`config.mk`:
```
export PLATFORM = sky130hd
export DESIGN_NAME = flash_cache_arbiter
export DESIGN_NICKNAME = d
export VERILOG_FILES = /design/src/rtl/flash_cache_arbiter.sv
export SDC_FILE = /design/constraint.sdc
export NUM_CORES = 1
export LEC_CHECK = 0
export CORE_ASPECT_RATIO = 0.8
export CORE_MARGIN = 2
export CORE_UTILIZATION = 40
export CTS_BUF_LIST = sky130_fd_sc_hd__clkbuf_2
export DETAILED_ROUTE_END_ITERATION = 10
export PLACE_DENSITY = 0.81
export SLEW_MARGIN = 20
export SYNTH_ARGS = -nofsm -noshare
export SYNTH_HDL_FRONTEND = slang
export SYNTH_SLANG_ARGS = --single-unit
```
`constraint.sdc`:
```
create_clock -name clk -period 2.4 [get_ports clk]
set_input_delay 0.24 -clock clk [delete_from_list [all_inputs] [get_ports clk]]
set_output_delay 0.24 -clock clk [all_outputs]
set_load 0.05 [all_outputs]
```
`src/rtl/flash_cache_arbiter.sv`:
```
// flash_cache_arbiter
// Shares the single-page flash cache between the core read port and the
// Wishbone read port. Requests are granted round-robin on ties. Hits are
// served from the page SRAM. Misses either reload the page through the QSPI
// loader (automatic page selection) or fail with an error response.
//
// Ports
//   clk, rst                  clock, asynchronous active-low reset
//   flash_enable, auto_page   FLASH_CONFIG[0], FLASH_CONFIG[1]
//   page_wr, page_wr_data     write strobe/data for FLASH_CURRENT_PAGE_ADDRESS
//   core_req/addr/ack/err/data  core read port (req/addr held until ack)
//   wb_req/addr/ack/err/data    Wishbone read port (same protocol)
//   cache_addr, cache_rdata   page-SRAM word address / read data (1-cycle latency)
//   load_start, load_page, load_done  page loader handshake
//   current_page, page_valid  page held in the SRAM and whether it is loaded
//   busy                      high while not IDLE (FLASH_STATUS[0])
module flash_cache_arbiter #(
    parameter  int unsigned ADDR_WIDTH = 24,
    parameter  int unsigned PAGE_WORDS = 512,
    localparam int unsigned WORD_W     = $clog2(PAGE_WORDS),
    localparam int unsigned PAGE_W     = ADDR_WIDTH - WORD_W - 2
) (
    input  logic                  clk,
    input  logic                  rst,
    input  logic                  flash_enable,
    input  logic                  auto_page,
    input  logic                  page_wr,
    input  logic [PAGE_W-1:0]     page_wr_data,
    input  logic                  core_req,
    input  logic [ADDR_WIDTH-1:0] core_addr,
    output logic                  core_ack,
    output logic                  core_err,
    output logic [31:0]           core_data,
    input  logic                  wb_req,
    input  logic [ADDR_WIDTH-1:0] wb_addr,
    output logic                  wb_ack,
    output logic                  wb_err,
    output logic [31:0]           wb_data,
    output logic [WORD_W-1:0]     cache_addr,
    input  logic [31:0]           cache_rdata,
    output logic                  load_start,
    output logic [PAGE_W-1:0]     load_page,
    input  logic                  load_done,
    output logic [PAGE_W-1:0]     current_page,
    output logic                  page_valid,
    output logic                  busy
);

    localparam logic GNT_CORE = 1'b0;
    localparam logic GNT_WB   = 1'b1;

    typedef enum logic [2:0] {
        IDLE       = 3'd0,
        LOAD_START = 3'd1,
        LOAD_WAIT  = 3'd2,
        READ       = 3'd3,
        RESPOND    = 3'd4
    } state_e;

    state_e              state_q, state_d;
    logic                grant_q, grant_d;
    logic                last_grant_q, last_grant_d;
    logic                resp_err_q, resp_err_d;
    logic                manual_q, manual_d;
    logic                pend_q, pend_d;
    logic [PAGE_W-1:0]   pend_data_q, pend_data_d;
    logic [WORD_W-1:0]   req_word_q, req_word_d;
    logic [PAGE_W-1:0]   cur_page_q, cur_page_d;
    logic                page_valid_q, page_valid_d;
    logic [PAGE_W-1:0]   load_page_q, load_page_d;
    logic                load_start_q, load_start_d;
    logic [WORD_W-1:0]   cache_addr_q, cache_addr_d;
    logic                core_ack_q, core_ack_d;
    logic                core_err_q, core_err_d;
    logic [31:0]         core_data_q, core_data_d;
    logic                wb_ack_q, wb_ack_d;
    logic                wb_err_q, wb_err_d;
    logic [31:0]         wb_data_q, wb_data_d;
    logic                busy_q, busy_d;

    logic                  sel_wb_c;
    logic [ADDR_WIDTH-1:0] req_addr_c;
    logic [PAGE_W-1:0]     req_page_c;
    logic [WORD_W-1:0]     req_word_c;
    logic [31:0]           resp_data_c;
    logic                  unused_c;

    // Byte-lane bits are irrelevant for word reads.
    assign unused_c = ^{core_addr[1:0], wb_addr[1:0]};

    // Round-robin select: a lone requester wins; a tie goes to whoever did not win the last tie.
    assign sel_wb_c   = wb_req & (~core_req | (last_grant_q == GNT_CORE));
    assign req_addr_c = sel_wb_c ? wb_addr : core_addr;
    assign req_page_c = req_addr_c[ADDR_WIDTH-1:WORD_W+2];
    assign req_word_c = req_addr_c[WORD_W+1:2];
    assign resp_data_c = resp_err_q ? 32'hFFFF_FFFF : cache_rdata;

    // Next-state and registered-output logic.
    always_comb begin
        state_d      = state_q;
        grant_d      = grant_q;
        last_grant_d = last_grant_q;
        resp_err_d   = resp_err_q;
        manual_d     = manual_q;
        pend_d       = pend_q;
        pend_data_d  = pend_data_q;
        req_word_d   = req_word_q;
        cur_page_d   = cur_page_q;
        page_valid_d = page_valid_q;
        load_page_d  = load_page_q;
        cache_addr_d = cache_addr_q;
        load_start_d = 1'b0;
        core_ack_d   = 1'b0;
        core_err_d   = 1'b0;
        core_data_d  = 32'h0;
        wb_ack_d     = 1'b0;
        wb_err_d     = 1'b0;
        wb_data_d    = 32'h0;

        // Page writes arriving mid-transaction are parked; the latest one wins.
        if (page_wr && (state_q != IDLE)) begin
            pend_d      = 1'b1;
            pend_data_d = page_wr_data;
        end

        case (state_q)
            IDLE: begin
                if (pend_q || page_wr) begin
                    cur_page_d   = page_wr ? page_wr_data : pend_data_q;
                    load_page_d  = page_wr ? page_wr_data : pend_data_q;
                    page_valid_d = 1'b0;
                    pend_d       = 1'b0;
                    manual_d     = 1'b1;
                    state_d      = LOAD_START;
                end else if (core_req || wb_req) begin
                    grant_d    = sel_wb_c;
                    manual_d   = 1'b0;
                    resp_err_d = 1'b0;
                    req_word_d = req_word_c;
                    if (core_req && wb_req) begin
                        last_grant_d = sel_wb_c;
                    end
                    if (!flash_enable) begin
                        resp_err_d = 1'b1;
                        state_d    = RESPOND;
                    end else if (page_valid_q && (req_page_c == cur_page_q)) begin
                        cache_addr_d = req_word_c;
                        state_d      = READ;
                    end else if (auto_page) begin
                        // SRAM contents are about to be overwritten.
                        load_page_d  = req_page_c;
                        page_valid_d = 1'b0;
                        state_d      = LOAD_START;
                    end else begin
                        resp_err_d = 1'b1;
                        state_d    = RESPOND;
                    end
                end
            end
            LOAD_START: begin
                load_start_d = 1'b1;
                state_d      = LOAD_WAIT;
            end
            LOAD_WAIT: begin
                if (load_done) begin
                    cur_page_d   = load_page_q;
                    page_valid_d = 1'b1;
                    if (manual_q) begin
                        state_d = IDLE;
                    end else begin
                        cache_addr_d = req_word_q;
                        state_d      = READ;
                    end
                end
            end
            READ: begin
                state_d = RESPOND;
            end
            RESPOND: begin
                if (grant_q == GNT_WB) begin
                    wb_ack_d  = 1'b1;
                    wb_err_d  = resp_err_q;
                    wb_data_d = resp_data_c;
                end else begin
                    core_ack_d  = 1'b1;
                    core_err_d  = resp_err_q;
                    core_data_d = resp_data_c;
                end
                state_d = IDLE;
            end
            default: begin
                state_d = IDLE;
            end
        endcase

        busy_d = (state_d != IDLE);
    end

    // State and output registers.
    always_ff @(posedge clk or negedge rst) begin
        if (!rst) begin
            state_q      <= IDLE;
            grant_q      <= GNT_CORE;
            last_grant_q <= GNT_WB;
            resp_err_q   <= 1'b0;
            manual_q     <= 1'b0;
            pend_q       <= 1'b0;
            pend_data_q  <= '0;
            req_word_q   <= '0;
            cur_page_q   <= '0;
            page_valid_q <= 1'b0;
            load_page_q  <= '0;
            load_start_q <= 1'b0;
            cache_addr_q <= '0;
            core_ack_q   <= 1'b0;
            core_err_q   <= 1'b0;
            core_data_q  <= 32'h0;
            wb_ack_q     <= 1'b0;
            wb_err_q     <= 1'b0;
            wb_data_q    <= 32'h0;
            busy_q       <= 1'b0;
        end else begin
            state_q      <= state_d;
            grant_q      <= grant_d;
            last_grant_q <= last_grant_d;
            resp_err_q   <= resp_err_d;
            manual_q     <= manual_d;
            pend_q       <= pend_d;
            pend_data_q  <= pend_data_d;
            req_word_q   <= req_word_d;
            cur_page_q   <= cur_page_d;
            page_valid_q <= page_valid_d;
            load_page_q  <= load_page_d;
            load_start_q <= load_start_d;
            cache_addr_q <= cache_addr_d;
            core_ack_q   <= core_ack_d;
            core_err_q   <= core_err_d;
            core_data_q  <= core_data_d;
            wb_ack_q     <= wb_ack_d;
            wb_err_q     <= wb_err_d;
            wb_data_q    <= wb_data_d;
            busy_q       <= busy_d;
        end
    end

    assign core_ack     = core_ack_q;
    assign core_err     = core_err_q;
    assign core_data    = core_data_q;
    assign wb_ack       = wb_ack_q;
    assign wb_err       = wb_err_q;
    assign wb_data      = wb_data_q;
    assign cache_addr   = cache_addr_q;
    assign load_start   = load_start_q;
    assign load_page    = load_page_q;
    assign current_page = cur_page_q;
    assign page_valid   = page_valid_q;
    assign busy         = busy_q;

endmodule

```
==> impl_metrics.env <==
export IMPL_grt_max_degree=74
export IMPL_die_w_um=139
export IMPL_grtUsageTotal_pct=22.4
export IMPL_worstMarginPinSlew_ps=678
export IMPL_worstPathRequired_ps=2990
export IMPL_hold_path_class="input pin to async pin"
export IMPL_drtIter0Drc=350
export IMPL_ir_worst_vdd_mv=0.988
export IMPL_drv_cap=0
export IMPL_final_util_pct=61.2
export IMPL_power_mw=10.5
export IMPL_antenna_found_initial=1
export IMPL_die_area_mm2=0.0155
export IMPL_hpwl_um=12800
export IMPL_drtPass1Iterations=4
export IMPL_synth_seq_cells=136
export IMPL_skew_ps=30.2
export IMPL_finalNetCount=893
export IMPL_die_h_um=112
export IMPL_setup_viol_count_final=1
export IMPL_cts_tree="done"
export IMPL_yosysSeqAreaShare_pct=58.5
export IMPL_route_layer_met1_wl_um=7480
export IMPL_hold_ws_ps=77.1
export IMPL_top_layer_used="met4"
export IMPL_crit_arrival_ps=3000
export IMPL_gp_congestion=0.924
export IMPL_drcViolationCount=0
export IMPL_timing_final_ws_setup_ps=-2.29
export IMPL_port_buffers=202
export IMPL_cp_max_fo=5
export IMPL_timing_fmax_mhz=416
export IMPL_coreArea_mm2=0.0142
export IMPL_drive_gt1_share_pct=16.6
export IMPL_fin_crit_sh_pct=100
export IMPL_numClockSinks=136
export IMPL_io_pins=207
export IMPL_routed_wl_um=17400
export IMPL_layout_commonest_cell="clkdlybuf4s50_1"
export IMPL_num_rows=39
export IMPL_rsz0062_at_grt="true"
export IMPL_syn_area_mm2=0.00582
export IMPL_cts_max_path_buffers=2
export IMPL_route_met2_wl_um=8580
export IMPL_grt_pass1_wl_um=27100
export IMPL_yosysUniqueCellTypes=41
export IMPL_start_util_pct=40.9
export IMPL_cts_root_buf="clkbuf_2"
export IMPL_path_class="flip-flop to flip-flop"
export IMPL_finalMaxSlewViolations=0
export IMPL_cts_buffers=17
export IMPL_p_per_area_mw_per_mm2=1200
export IMPL_worstSkewPairLatency_ps=710
export IMPL_wl_met3_um=1020
export IMPL_first_global_vias=5068
export IMPL_area_delta_synth_final_pct=49.8
export IMPL_critPathCaptureType="flip-flop"
export IMPL_clk_pin_slew_worst_paths_ps=210
export IMPL_finalSetupTns_ps=-2.29
export IMPL_layout_common_cells="clkdlybuf4s50_1 (199), dfrtp_1 (130), nor2_1 (116)"
export IMPL_synth_cells=555
export IMPL_worstSetupStartpointType="flip-flop"
export IMPL_wl_per_cell_um=17.6
export IMPL_fin_crit_ps=2400
export IMPL_ant_nets=0
export IMPL_final_hold_viol_count=0
export IMPL_syn_mean_instance_area_um2=10.5
export IMPL_ys_warn_count=0
export IMPL_h_tree_depth=4
export IMPL_drt_vias_per_instance=5.07
export IMPL_grt_ovfl_total=0
export IMPL_post_place_ws_ps=-417
export IMPL_outcome="complete, but fails checks"
export IMPL_syn_nets=656
export IMPL_violations="negative setup slack"
export IMPL_cellLeakagePower_nw=4.01
export IMPL_vias=5022
export IMPL_slew_headroom_pct=54.7
-- synth_stat cells, drive strengths merged --
master	count	share of area, %
nand3b	2	0.26
buf	8	0.64
a41o	1	0.19
o221ai	1	0.15
or4	1	0.13
or3	1	0.11
dfstp	1	0.45
o21ai	41	3.7
xor2	8	1.2
mux2i	34	5.8
a21oi	13	1.2
o211a	1	0.17
o211ai	16	2.1
a221o	1	0.17
a21o	1	0.13
and3	1	0.11
nor4	1	0.11
nand2	69	4.4
nor2	117	7.5
dfrtp	135	58
nor3	3	0.26
nand3	4	0.43
nand4b	1	0.15
nor3b	1	0.13
a211oi	1	0.13
a32o	2	0.34
inv	9	0.58
xnor2	8	1.2
a221oi	3	0.45
nor2b	6	0.64
a31oi	1	0.11
a21boi	2	0.32
nand4	3	0.32
mux2	35	6.8
clkbuf	23	1.5
-- cell type report --
cell class,instances,area (um2)
flip-flops and latches,136,3410
clock buffers,19,95.1
clock inverters,13,120
multi-input cells,379,2370
inverters,9,33.8
diodes,1,2.50
well taps,184,230
fillers,1163,5530
repair buffers,249,2450
-- state kept, by name, indices dropped and copies added (netlist names), 3 cells and up --
name and cells:
current_page 13, cache_addr 9, req_word_q 9, pend_data_q 13, load_page 13, core_data 32
wb_data 32, state_q 3
-- routing by layer --
layer | global-route usage [%] | up-vias
met2 | 36.4 | 202
li1 | - | 2342
met3 | 5.46 | 29
met5 | 0 | -
met4 | 8.35 | 0
met1 | 29.2 | 2449
-- final timing paths --
path | startpoint | to | slack (ps) | depth (start not counted)
min in group clk | cache_rdata[29] | wb_data[29] | 100 | 3
max | last_grant_q | cache_addr[8] | -2 | 8
min | rst | core_data[9] | 80 | 2
max in group asynchronous | rst | load_page[0] | 1610 | 3
min reg2reg | req_word_q[1] | req_word_q[1] | 510 | 2
max reg2reg | last_grant_q | cache_addr[8] | -2 | 8
-- stage by stage --
stage / area, um2 / instances
2_1_floorplan: 5870 / 555
3_3_place_gp: 8330 / 948
3_5_place_dp: 8330 / 948
4_1_cts: 8580 / 984
5_1_grt: 8720 / 990
6_report: 8720 / 990
-- repair_timing --
item | CTS | global route
gates cloned | 0 | 1
setup endpoints to repair | 8 | 28
pin swaps | 3 | 2
endpoints found under the hold margin | 135 | 0
setup buffers | 3 | 4
resized for setup | 2 | 17
hold buffers | 1 | 0
-- critical path, cell delays in order (launching register included) --
cell       delay [ps]
dfstp_2           430
a21boi_4          230
nand4_1           120
or4_4             560
a21oi_4           170
nand3_2           110
o21ai_4           210
clkbuf_16         190
mux2_4            290
-- kinds of logic after synthesis --
kind of cell	synth area share (%)
flops	58.5
simple gates	14.6
mux	12.6
xor+xnor	2.41
compound gates	9.14
buf+inv	2.71
-- where the power goes --
group	switching [mW]	internal (mW)	total (mW)
clock network	0.878	0.395	1.27
registers	0.496	3.02	3.51
logic	3.56	2.15	5.71
total	4.93	5.57	10.5
Power figures use the tool's default switching activity.
